## src/rtl/spi_master_cfg.sv

```systemverilog
// SPI master with configurable width, bit order, CPOL/CPHA mode, SCLK divider
// and one-hot chip selects, driven by a start/busy/done handshake.
module spi_master_cfg #(
    parameter int DATA_W = 8,
    parameter int NUM_CS = 4,
    parameter int DIV_W  = 8,
    localparam int SEL_W = (NUM_CS > 1) ? $clog2(NUM_CS) : 1
) (
    input  logic              clk,
    input  logic              reset,
    input  logic              start,
    input  logic [DATA_W-1:0] tx_data,
    input  logic [SEL_W-1:0]  cs_sel,
    input  logic              cpol,
    input  logic              cpha,
    input  logic              lsb_first,
    input  logic [DIV_W-1:0]  clk_div,
    output logic              busy,
    output logic              done,
    output logic [DATA_W-1:0] rx_data,
    output logic              sclk,
    output logic              mosi,
    input  logic              miso,
    output logic [NUM_CS-1:0] cs_n
);

    localparam int EDGE_W = $clog2(2 * DATA_W);
    localparam logic [EDGE_W-1:0] LAST_EDGE = EDGE_W'(2 * DATA_W - 1);

    typedef enum logic [1:0] {IDLE, SETUP, SHIFT, HOLD} state_t;

    state_t              state_q, state_d;
    logic [DIV_W-1:0]    cnt_q, cnt_d;
    logic [DIV_W-1:0]    div_q, div_d;
    logic [EDGE_W-1:0]   edge_q, edge_d;
    logic                cpol_q, cpol_d;
    logic                cpha_q, cpha_d;
    logic                lsb_q, lsb_d;
    logic [DATA_W-1:0]   tx_sh_q, tx_sh_d;
    logic [DATA_W-1:0]   rx_sh_q, rx_sh_d;
    logic [DATA_W-1:0]   rx_data_q, rx_data_d;
    logic                sclk_q, sclk_d;
    logic                mosi_q, mosi_d;
    logic [NUM_CS-1:0]   cs_n_q, cs_n_d;
    logic                busy_q, busy_d;
    logic                done_q, done_d;

    logic                half_end;
    logic                sample_edge;
    logic                tx_bit;
    logic [NUM_CS-1:0]   cs_dec;

    assign half_end    = (cnt_q == div_q);
    // Even edge index = leading edge; CPHA=0 samples on leading, CPHA=1 on trailing.
    assign sample_edge = (~edge_q[0]) ^ cpha_q;
    assign tx_bit      = lsb_q ? tx_sh_q[0] : tx_sh_q[DATA_W-1];

    always_comb begin
        state_d   = state_q;
        cnt_d     = cnt_q;
        div_d     = div_q;
        edge_d    = edge_q;
        cpol_d    = cpol_q;
        cpha_d    = cpha_q;
        lsb_d     = lsb_q;
        tx_sh_d   = tx_sh_q;
        rx_sh_d   = rx_sh_q;
        rx_data_d = rx_data_q;
        sclk_d    = sclk_q;
        mosi_d    = mosi_q;
        cs_n_d    = cs_n_q;
        busy_d    = busy_q;
        done_d    = 1'b0;

        // Out-of-range selects match no line, so every cs_n stays high.
        cs_dec = '1;
        for (int i = 0; i < NUM_CS; i++) begin
            cs_dec[i] = (cs_sel != SEL_W'(i));
        end

        case (state_q)
            IDLE: begin
                sclk_d = cpol;
                if (start) begin
                    state_d = SETUP;
                    cnt_d   = '0;
                    edge_d  = '0;
                    div_d   = clk_div;
                    cpol_d  = cpol;
                    cpha_d  = cpha;
                    lsb_d   = lsb_first;
                    rx_sh_d = '0;
                    busy_d  = 1'b1;
                    cs_n_d  = cs_dec;
                    if (cpha) begin
                        tx_sh_d = tx_data;
                    end else begin
                        mosi_d  = lsb_first ? tx_data[0] : tx_data[DATA_W-1];
                        tx_sh_d = lsb_first ? (tx_data >> 1) : (tx_data << 1);
                    end
                end
            end
            SETUP: begin
                if (half_end) begin
                    cnt_d   = '0;
                    state_d = SHIFT;
                end else begin
                    cnt_d = cnt_q + 1'b1;
                end
            end
            SHIFT: begin
                if (half_end) begin
                    cnt_d  = '0;
                    sclk_d = ~sclk_q;
                    edge_d = edge_q + 1'b1;
                    if (sample_edge) begin
                        rx_sh_d = lsb_q ? {miso, rx_sh_q[DATA_W-1:1]}
                                        : {rx_sh_q[DATA_W-2:0], miso};
                    end else if (cpha_q || (edge_q != LAST_EDGE)) begin
                        mosi_d  = tx_bit;
                        tx_sh_d = lsb_q ? (tx_sh_q >> 1) : (tx_sh_q << 1);
                    end
                    if (edge_q == LAST_EDGE) begin
                        state_d = HOLD;
                    end
                end else begin
                    cnt_d = cnt_q + 1'b1;
                end
            end
            HOLD: begin
                sclk_d = cpol_q;
                if (half_end) begin
                    state_d   = IDLE;
                    done_d    = 1'b1;
                    busy_d    = 1'b0;
                    cs_n_d    = '1;
                    rx_data_d = rx_sh_q;
                end else begin
                    cnt_d = cnt_q + 1'b1;
                end
            end
            default: state_d = IDLE;
        endcase
    end

    always_ff @(posedge clk or posedge reset) begin
        if (reset) begin
            state_q   <= IDLE;
            cnt_q     <= '0;
            div_q     <= '0;
            edge_q    <= '0;
            cpol_q    <= 1'b0;
            cpha_q    <= 1'b0;
            lsb_q     <= 1'b0;
            tx_sh_q   <= '0;
            rx_sh_q   <= '0;
            rx_data_q <= '0;
            sclk_q    <= 1'b0;
            mosi_q    <= 1'b0;
            cs_n_q    <= '1;
            busy_q    <= 1'b0;
            done_q    <= 1'b0;
        end else begin
            state_q   <= state_d;
            cnt_q     <= cnt_d;
            div_q     <= div_d;
            edge_q    <= edge_d;
            cpol_q    <= cpol_d;
            cpha_q    <= cpha_d;
            lsb_q     <= lsb_d;
            tx_sh_q   <= tx_sh_d;
            rx_sh_q   <= rx_sh_d;
            rx_data_q <= rx_data_d;
            sclk_q    <= sclk_d;
            mosi_q    <= mosi_d;
            cs_n_q    <= cs_n_d;
            busy_q    <= busy_d;
            done_q    <= done_d;
        end
    end

    assign busy    = busy_q;
    assign done    = done_q;
    assign rx_data = rx_data_q;
    assign sclk    = sclk_q;
    assign mosi    = mosi_q;
    assign cs_n    = cs_n_q;

endmodule
```

## config.mk

```make
export PLATFORM = sky130hd
export DESIGN_NAME = spi_master_cfg
export DESIGN_NICKNAME = d
export VERILOG_FILES = /design/src/rtl/spi_master_cfg.sv
export SDC_FILE = /design/constraint.sdc
export NUM_CORES = 1
export LEC_CHECK = 0
export BUFFER_PORTS_ARGS = -buffer_cell sky130_fd_sc_hd__buf_2
export CAP_MARGIN = 20
export CORE_MARGIN = 10
export CORE_UTILIZATION = 42
export DETAILED_ROUTE_END_ITERATION = 8
export HOLD_SLACK_MARGIN = 0.08
export PLACE_DENSITY_LB_ADDON = 0.12
export SYNTH_ARGS = -nofsm -noshare
export SYNTH_HDL_FRONTEND = slang
export SYNTH_SLANG_ARGS = --single-unit
```

## constraint.sdc

```tcl
create_clock -name clk -period 3.3 [get_ports clk]
set_input_delay 0 -clock clk [delete_from_list [all_inputs] [get_ports clk]]
set_output_delay 0 -clock clk [all_outputs]
set_load 0.01 [all_outputs]
```

==> flow_summary_export.csv, run 1 <==
group,metric,value,unit
yosys,syn-cell-area,3150,um2
sta,tightest_slew,0.947,ns
worst_setup_path,critPathArrivalTime,2.91,ns
worst_setup_path,cpMostUsedCell,"nand2_1",
clock_network,cts_setup_buffers,0,
worst_setup_path,cp_top_family,"simple AND/OR/NAND/NOR gates",
die,die_w,107,um
placement,pre_cts_ws,0.985,ns
placement,place_hpwl,4.97,mm
die,start_util,0.432,
worst_setup_path,crit_type,"reg -> reg",
sta,hold_violations,0,
clock_network,cts_max_level,3,
yosys,netlist_top_cells_area,"dfrtp_1, mux2i_1, mux2_2, nand2_1, dfstp_2",
global_route,grt_pass1_vias,2582,
placement,gp_congestion,0.806,
yosys,ys.flop_type,"dfrtp_1",
worst_setup_path,path_max_fanout,14,
worst_setup_path,reg2reg_from,"state_q[0]",
worst_setup_path,critPathCaptureType,"register",
global_route,track_usage,0.132,
hold_path,hp-start,"tx_data[1]",
sta,setup_tns,0,ns
routing,antenna_left,0,
sta,finalSetupViolations,0,
yosys,seq_area_frac_synth,0.454,
worst_setup_path,r2r_slack,0.65,ns
sta,max_slew_margin,0.369,
worst_setup_path,cp_slowest_stage_delay,0.55,ns
worst_setup_path,timing.rr.end,"cs_n[2]",
clock_network,clockBufferDepth,2,
routing,vias,2487,
hold_path,min_path_cells,4,
global_route,grt_pass1_wl,12.5,mm
yosys,ys_types,45,
routing,via_per_inst,5.27,
yosys,synth.largest_area_cell,"dfrtp_1",
routing,wl,7.05,mm
finish,stdcell_area,3790,um2
worst_setup_path,cp_slowest_cell,"dlygate4sd3_1",
die,die_area,11400,um2
clock_network,cts_resized,0,
pwr,power_density,773,nW/um2
sta,period_minus_slack,2.65,ns
yosys,synth_edf_count,0,
finish,drive_above_1_share,0.236,
die,core,7290,um2
finish,final_net_count,401,
hold_path,min_path_type,"in -> reg",
die,die_height,107,um
sta,rsz0062_at_grt,"false",
sta,setup_ws,0.652,ns
sta,fin_worst_skew,0.0107,ns
pwr,power,2930,uW
placement,placed_area,3420,um2
sta,slew_viol_final,0,
routing,drt-initial-drc-count,131,
routing,remaining_drc_errors,0,
worst_setup_path,rr_worst_depth,7,
global_route,grt_max_degree,40,
clock_network,path_clk_slew,0.07,ns
routing,firstDrtPassIters,4,
clock_network,cts_tree,"done",
routing,wl_per_cell,14.9,um
global_route,grt-ovfl-total,0,
yosys,ys_warn_count,0,
sta,fmax,378,MHz
flow_run,maxCapViolations,0,
finish,area_delta_synth_final,20.1,%
outcome,status,"completed",
die,rows,31,
clock_network,cts-root-buf,"clkbuf_8",
sta,period_share,0.802,
hold_path,whs_endpoint,"tx_sh_q[1]",
yosys,postSynth.asyncResetShare,1.00,
die,ioPinCount,41,
placement,io_buffers,40,
clock_network,clk_latency,0.34,ns
yosys,syn_area_per_cell,9.95,um2
clock_network,cts_inserted_buffers,9,
clock_network,clock-sinks,57,
yosys,ys_seq_elements,57,
pwr,vdd_drop_max,0.324,mV
worst_setup_path,crit_chain,"inv_1 > ha_1 > nand2_1 > nor2_1 > nand2_1 > o22a_1 > dlygate4sd3_1",
yosys,synth_top_area_frac,0.421,
yosys,syn_nets,350,
worst_setup_path,crit_buf_inv,2,
pwr,p_leak,0.00169,uW
global_route,antenna_found_initial,0,
finish,diodes,0,
worst_setup_path,cp_data_required_time,3.57,ns
worst_setup_path,cp-start-kind,"register",
yosys,syn_inst,317,
sta,whs,0.108,ns
clock_network,hold_buffers,15,
## worst max path at each step
stage                     from         end  depth (start not counted)
finish              state_q[0]     cs_n[2]                          7
global route        state_q[0]     cs_n[2]                          7
CTS                 state_q[0]     cs_n[2]                          7
detailed placement    cnt_q[0]    cnt_q[2]                          5
global placement      cnt_q[0]  tx_sh_q[5]                          5
floorplan           state_q[0]  tx_sh_q[0]                          6
## power by group
| part | total [uW] | internal [uW] | leakage, uW | switching (uW) |
|---|---|---|---|---|
| Combinational | 1120 | 524 | 0.000849 | 593 |
| Sequential | 1110 | 907 | 0.000733 | 199 |
| Clock | 704 | 409 | 0.000105 | 295 |
## routing by layer
| layer | up-vias | share of wire | GRT usage |
|---|---|---|---|
| li1 | 1244 | - | - |
| met1 | 1200 | 0.49 | 0.170 |
| met2 | 32 | 0.46 | 0.205 |
| met3 | 11 | 0.038 | 0.0365 |
| met4 | 0 | 0.014 | 0.0503 |
| met5 | - | 0 | 0 |
## through the flow
| step | util | cells |
|---|---|---|
| 3_5_place_dp | 0.469 | 441 |
| 2_1_floorplan | - | 317 |
| 6_report | 0.519 | 472 |
| 5_1_grt | 0.519 | 472 |
| 4_1_cts | 0.519 | 472 |
| 3_3_place_gp | 0.469 | 441 |
## kinds of logic (layout without fill, tap and decap cells)
family	after synthesis	in the layout	share of synthesized area
and+or+nand+nor	99	99	0.152
buffers and inverters	26	82	0.0345
xor gates and xnor gates	9	9	0.0250
DFF	57	57	0.454
muxes	50	50	0.167
adders and majority gates	8	8	0.0317
AOI/OAI and AO/OA	68	68	0.137
## flip-flops by register name, indices dropped and copies added (netlist names), 2 cells and up
name	count
edge_q	4
rx_data	8
state_q	2
rx_sh_q	8
cnt_q	8
div_q	8
tx_sh_q	8
cs_n	4
## synth_stat cells (3+ instances only)
library cell and count:
xnor2_1 9, dfstp_2 4, inv_1 7, a211oi_1 7, nor2_1 17, nand3_1 7, clkbuf_1 11, nand4_1 5
nand2_1 46, ha_1 8, o21ai_0 17, mux2i_1 30, a21oi_1 20, and4_1 3, nand2b_1 3, buf_1 3
buf_2 3, mux2_2 20, dfrtp_1 53, nand3b_1 3, o31ai_1 3, nor2b_1 4, or3_1 5, o211ai_1 3
## worst min-delay path, cell delays in order
cell,delay (ns)
buf_2,0.10
a211oi_1,0.06
a21oi_1,0.10
mux2_2,0.15
## area by class of cell
cell class                      count  area (um2)
Tap cell                           99         124
Clock buffer                       12         165
Multi-Input combinational cell    234        1610
Timing Repair Buffer               58         373
Fill cell                         714        3510
Clock inverter                      4        50.0
Sequential cell                    57        1430
Inverter                            8        30.0
## cells in the final DEF (no fill, tap or decap), types with 2 or more instances in the layout
cell / n
nand3_1: 7
a21oi_1: 20
dfrtp_1: 53
mux2i_1: 30
clkinvlp_4: 2
nand3b_1: 3
buf_4: 3
nand2b_1: 3
o31ai_1: 3
a211oi_1: 7
o22a_1: 2
nand4_1: 5
inv_1: 6
or3_1: 5
o21ai_0: 17
and4_1: 3
mux2_2: 20
nor2b_1: 4
a31oi_1: 2
o22ai_1: 2
clkbuf_8: 12
nor2_1: 17
dlygate4sd3_1: 15
buf_2: 40
o211ai_1: 3
or4_1: 2
xnor2_1: 9
dfstp_2: 4
ha_1: 8
nand2_1: 46
o21a_1: 2
Note: power is estimated with default switching activity, not from simulation.
==> run 2: changes to the inputs <==
==> constraint.sdc (replaced) <==
create_clock -name clk -period 2.8 [get_ports clk]
set_input_delay 0 -clock clk [delete_from_list [all_inputs] [get_ports clk]]
set_output_delay 0 -clock clk [all_outputs]
set_load 0.01 [all_outputs]
==> flow_summary_export.csv, run 2 (synthesized netlist as in run 1, its figures left out) <==
group,metric,value,unit
sta,max_slew_margin,0.429,
routing,wl_per_cell,15.0,um
pwr,power,3490,uW
sta,tightest_slew,0.857,ns
pwr,p_sw,1280,uW
sta,period_minus_slack,2.48,ns
routing,vias,2533,
sta,slew_viol_final,0,
routing,remaining_drc_errors,0,
pwr,power_density,912,nW/um2
worst_setup_path,crit_type,"reg -> reg",
sta,setup_tns,0,ns
placement,place_hpwl,5.06,mm
sta,finalSetupViolations,0,
die,die_area,11400,um2
clock_network,clock-sinks,57,
sta,whs,0.102,ns
pwr,p_sw_frac,0.366,
finish,diodes,0,
sta,fmax,403,MHz
worst_setup_path,cp_slowest_stage_delay,0.54,ns
routing,via_per_inst,5.31,
sta,period_share,0.887,
worst_setup_path,path_max_fanout,9,
pwr,internal-power,2210,uW
finish,area_delta_synth_final,21.4,%
routing,firstDrtPassIters,4,
clock_network,clockBufferDepth,2,
sta,fin_worst_skew,0.0104,ns
hold_path,min_path_cells,4,
global_route,grt_max_degree,58,
hold_path,hp-start,"tx_data[2]",
finish,final_net_count,406,
worst_setup_path,cp_slowest_cell,"dlygate4sd3_1",
finish,finalNonFillerCells,477,
worst_setup_path,cp_top_family,"simple AND/OR/NAND/NOR gates",
sta,rsz0062_at_grt,"false",
finish,layout_common_cells,"dfrtp_1, nand2_1, buf_2",
clock_network,cts_tree,"done",
global_route,grt_pass1_vias,2524,
clock_network,path_clk_slew,0.07,ns
die,ioPinCount,41,
placement,dp_cells,446,
finish,regArea,1430,um2
die,die_height,107,um
worst_setup_path,critPathArrivalTime,2.77,ns
clock_network,cts-root-buf,"clkbuf_8",
die,core,7290,um2
pwr,vdd_drop_max,0.469,mV
worst_setup_path,cp-start-kind,"register",
routing,drt-initial-drc-count,111,
worst_setup_path,reg2reg_from,"cnt_q[2]",
clock_network,cts_setup_buffers,0,
worst_setup_path,timing.rr.end,"cs_n[1]",
finish,layout.cells.most_common,"dfrtp_1",
hold_path,min_path_type,"in -> reg",
worst_setup_path,crit_start,"cnt_q[2]",
die,start_util,0.432,
pwr,p_leak,0.00171,uW
clock_network,clk_latency,0.35,ns
global_route,grt-ovfl-total,0,
outcome,status,"completed",
global_route,track_usage,0.132,
clock_network,cts_inserted_buffers,9,
hold_path,whs_endpoint,"tx_sh_q[2]",
finish,multi_input_area,1620,um2
worst_setup_path,crit_buf_inv,1,
pwr,power_frac_clock,0.235,
placement,gp_congestion,0.825,
die,rows,31,
flow_run,maxCapViolations,0,
worst_setup_path,r2r_slack,0.32,ns
finish,drive_above_1_share,0.249,
global_route,grt_pass1_wl,12.2,mm
worst_setup_path,rr_worst_depth,6,
routing,wl,7.16,mm
clock_network,cts_max_level,3,
pwr,seqPwrFrac,0.371,
finish,nFillCells,714,
global_route,antenna_found_initial,0,
routing,antenna_left,0,
die,die_w,107,um
worst_setup_path,critPathCaptureType,"register",
worst_setup_path,cp_data_required_time,3.09,ns
worst_setup_path,crit_chain,"xnor2_1 > and4_1 > nand2_1 > a21oi_2 > o22a_1 > dlygate4sd3_1",
placement,io_buffers,40,
sta,hold_violations,0,
pwr,p_comb_frac,0.394,
run 2: cell types whose count changed in the layout (fill, tap and decap cells not counted), sizes merged:
| cell | previous run | this run |
|---|---|---|
| buf | 43 | 48 |
run 2: routing by layer:
layer / global-route usage / part of all wire / vias to the layer above
met1: 0.166 / 0.47 / 1231
met2: 0.205 / 0.47 / 43
met5: 0 / 0 / -
li1: - / - / 1249
met4: 0.0561 / 0.017 / 0
met3: 0.0395 / 0.040 / 10
run 2: timing repair:
action / 4_1_cts / 5_1_grt
hold buffers: 15 / 0
gates resized for setup: 0 / 1
setup endpoints to repair: 0 / 1
endpoints found under the hold margin: 70 / 0
run 2: layout make-up:
class / count / area share
Sequential cell: 57 / 0.374
Clock buffer: 12 / 0.0432
Timing Repair Buffer: 63 / 0.107
Inverter: 8 / 0.00785
Multi-Input combinational cell: 234 / 0.422
Clock inverter: 4 / 0.0131
Tap cell: 99 / 0.0324
run 2: power by group through the flow:
stage / combinational (uW) / sequential (uW) / clock, uW
after global routing: 1530 / 1330 / 880
after CTS: 1380 / 1300 / 836
after global placement: 1340 / 1310 / 0
after floorplan: 1060 / 1230 / 0
final: 1380 / 1300 / 820
after detailed placement: 1340 / 1310 / 0
run 2: worst max-delay path by stage:
| stage | to | slack (ns) | cells past startpoint |
|---|---|---|---|
| after floorplan | tx_sh_q[0] | 0.88 | 6 |
| after global placement | tx_sh_q[4] | 0.53 | 5 |
| after global routing | cs_n[1] | 0.13 | 6 |
| after CTS | cs_n[1] | 0.18 | 6 |
| final | cs_n[1] | 0.32 | 6 |
| after detailed placement | tx_sh_q[4] | 0.54 | 5 |
run 2: worst register-to-register path, stage by stage, from the launching register on:
cell and delay (ns):
dfrtp_1 0.46, xnor2_1 0.23, and4_1 0.45, nand2_1 0.23, a21oi_2 0.35, o22a_1 0.18
dlygate4sd3_1 0.54
run 2: through the flow:
| step | instance area [um2] | worst slack, ns | utilization |
|---|---|---|---|
| 6_report | 3830 | 0.317 | 0.525 |
| 4_1_cts | 3820 | 0.184 | 0.524 |
| 3_5_place_dp | 3460 | 0.543 | 0.474 |
| 5_1_grt | 3830 | 0.126 | 0.525 |
| 3_3_place_gp | 3460 | 0.533 | 0.474 |
| 2_1_floorplan | 3150 | 0.880 | - |
==> run 3: changes to the inputs <==
--- a/config.mk
+++ b/config.mk
@@ -7,6 +7,7 @@
 export LEC_CHECK = 0
 export BUFFER_PORTS_ARGS = -buffer_cell sky130_fd_sc_hd__buf_2
 export CAP_MARGIN = 20
+export CORE_ASPECT_RATIO = 0.7
 export CORE_MARGIN = 10
 export CORE_UTILIZATION = 42
 export DETAILED_ROUTE_END_ITERATION = 8
==> flow_summary_export.csv, run 3 (synthesized netlist as in run 1, its figures left out) <==
group,metric,value,unit
die,rows,26,
placement,io_buffers,40,
finish,layout_common_cells,"dfrtp_1, nand2_1, buf_2",
pwr,p_leak,0.00171,uW
worst_setup_path,path_max_fanout,9,
routing,drt-initial-drc-count,167,
finish,diodes,0,
flow_run,maxCapViolations,0,
worst_setup_path,cp-start-kind,"register",
worst_setup_path,crit_chain,"xnor2_1 > and4_1 > nand2_1 > a21oi_2 > o22a_1 > dlygate4sd3_1",
sta,tightest_slew,0.872,ns
global_route,grt_pass1_vias,2565,
sta,fmax,385,MHz
sta,rsz0062_at_grt,"false",
die,die_w,124,um
worst_setup_path,crit_type,"reg -> reg",
clock_network,path_clk_slew,0.07,ns
global_route,antenna_found_initial,0,
routing,vias,2513,
sta,slew_viol_final,0,
clock_network,cts_inserted_buffers,9,
die,die_area,11400,um2
clock_network,clock-sinks,57,
sta,finalSetupViolations,0,
placement,place_hpwl,5.10,mm
die,core,7290,um2
pwr,power_density,932,nW/um2
sta,period_minus_slack,2.60,ns
routing,wl_per_cell,15.6,um
global_route,use_met2,0.186,
routing,wl,7.42,mm
worst_setup_path,cp_data_required_time,3.08,ns
sta,hold_violations,0,
finish,layout.cells.most_common,"dfrtp_1",
routing,remaining_drc_errors,0,
sta,setup_tns,0,ns
die,start_util,0.433,
pwr,vdd_drop_max,0.572,mV
sta,period_share,0.929,
pwr,power,3570,uW
clock_network,cts-root-buf,"clkbuf_8",
routing,firstDrtPassIters,4,
clock_network,cts_setup_buffers,0,
clock_network,clk_latency,0.34,ns
finish,drive_above_1_share,0.244,
die,ioPinCount,41,
clock_network,cts_tree,"done",
global_route,track_usage,0.136,
global_route,grtUsageMet3,0.0431,
clock_network,clockBufferDepth,2,
global_route,grt_max_degree,58,
global_route,met1_usage,0.194,
die,die_height,92.5,um
routing,antenna_left,0,
routing,via_per_inst,5.29,
finish,stdcell_area,3830,um2
placement,placed_area,3450,um2
clock_network,cts_max_level,3,
worst_setup_path,critPathCaptureType,"register",
global_route,grt-ovfl-total,0,
finish,final_net_count,405,
finish,area_delta_synth_final,21.6,%
global_route,grt_pass1_wl,12.5,mm
sta,max_slew_margin,0.418,
placement,gp_congestion,0.812,
outcome,status,"completed",
worst_setup_path,cp_slowest_cell,"dlygate4sd3_1",
global_route,grt-busiest-layer,"met1",
worst_setup_path,cp_slowest_stage_delay,0.54,ns
sta,fin_worst_skew,0.00769,ns
hold_path,min_path_type,"in -> reg",
worst_setup_path,critPathArrivalTime,2.88,ns
[run 3: cell count changes in the layout (fill, tap and decap cells not counted), sizes merged]
| cell | before | now |
|---|---|---|
| bufinv | 1 | 2 |
| clkinv | 2 | 1 |
| buf | 48 | 47 |
[run 3: what timing repair did]
action / in CTS / in global routing
resized for setup: 0 / 1
endpoints found under the setup margin: 0 / 1
endpoints found under the hold margin: 70 / 0
hold buffers: 15 / 0
[run 3: critical path, delay by kind of cell, from the launching register on]
| family | cells | cell delay [ns] |
|---|---|---|
| AND/OR/NAND/NOR | 2 | 0.75 |
| buffers and inverters | 1 | 0.54 |
| AO/OA/AOI/OAI | 2 | 0.52 |
| flip-flops | 1 | 0.43 |
| XOR/XNOR | 1 | 0.29 |
[run 3: cell type report]
class / count / area, um2
inverters: 8 / 30.0
flip-flops and latches: 57 / 1430
well taps: 98 / 123
fillers: 687 / 3450
multi-input cells: 234 / 1620
repair buffers: 62 / 403
clock buffers: 12 / 155
clock inverters: 4 / 75.1
[run 3: worst paths after layout]
path                       cells past startpoint       start  slack (ns)          to
hold / removal                                 4  tx_data[2]        0.11  tx_sh_q[2]
max in group asynchronous                      4       reset        1.89        busy
setup reg to reg                               6    cnt_q[0]        0.20     cs_n[2]
hold reg to reg                                2  rx_data[5]        0.47  rx_data[5]
setup / recovery                               6    cnt_q[0]        0.20     cs_n[2]
min in group asynchronous                      4       reset        0.43  rx_data[3]
[run 3: power breakdown]
part	internal (uW)	switching, uW
Combinational	656	730
Sequential	1070	230
Clock	550	336
Total	2280	1300
[run 3: through the flow]
step                setup WS (ns)  hold slack, ns   util  instances
floorplan                   0.880           0.128      -        317
global placement            0.422           0.233  0.473        444
detailed placement          0.387           0.237  0.473        444
CTS                        0.0517          0.0935  0.526        475
global route              0.00929           0.142  0.526        475
finish                      0.200           0.113  0.526        475
[run 3: metal layers]
layer  vias up  part of all wire
met5         -                 0
met4         0             0.011
met3         9             0.063
met2        58              0.41
met1      1193              0.51
li1       1253                 -
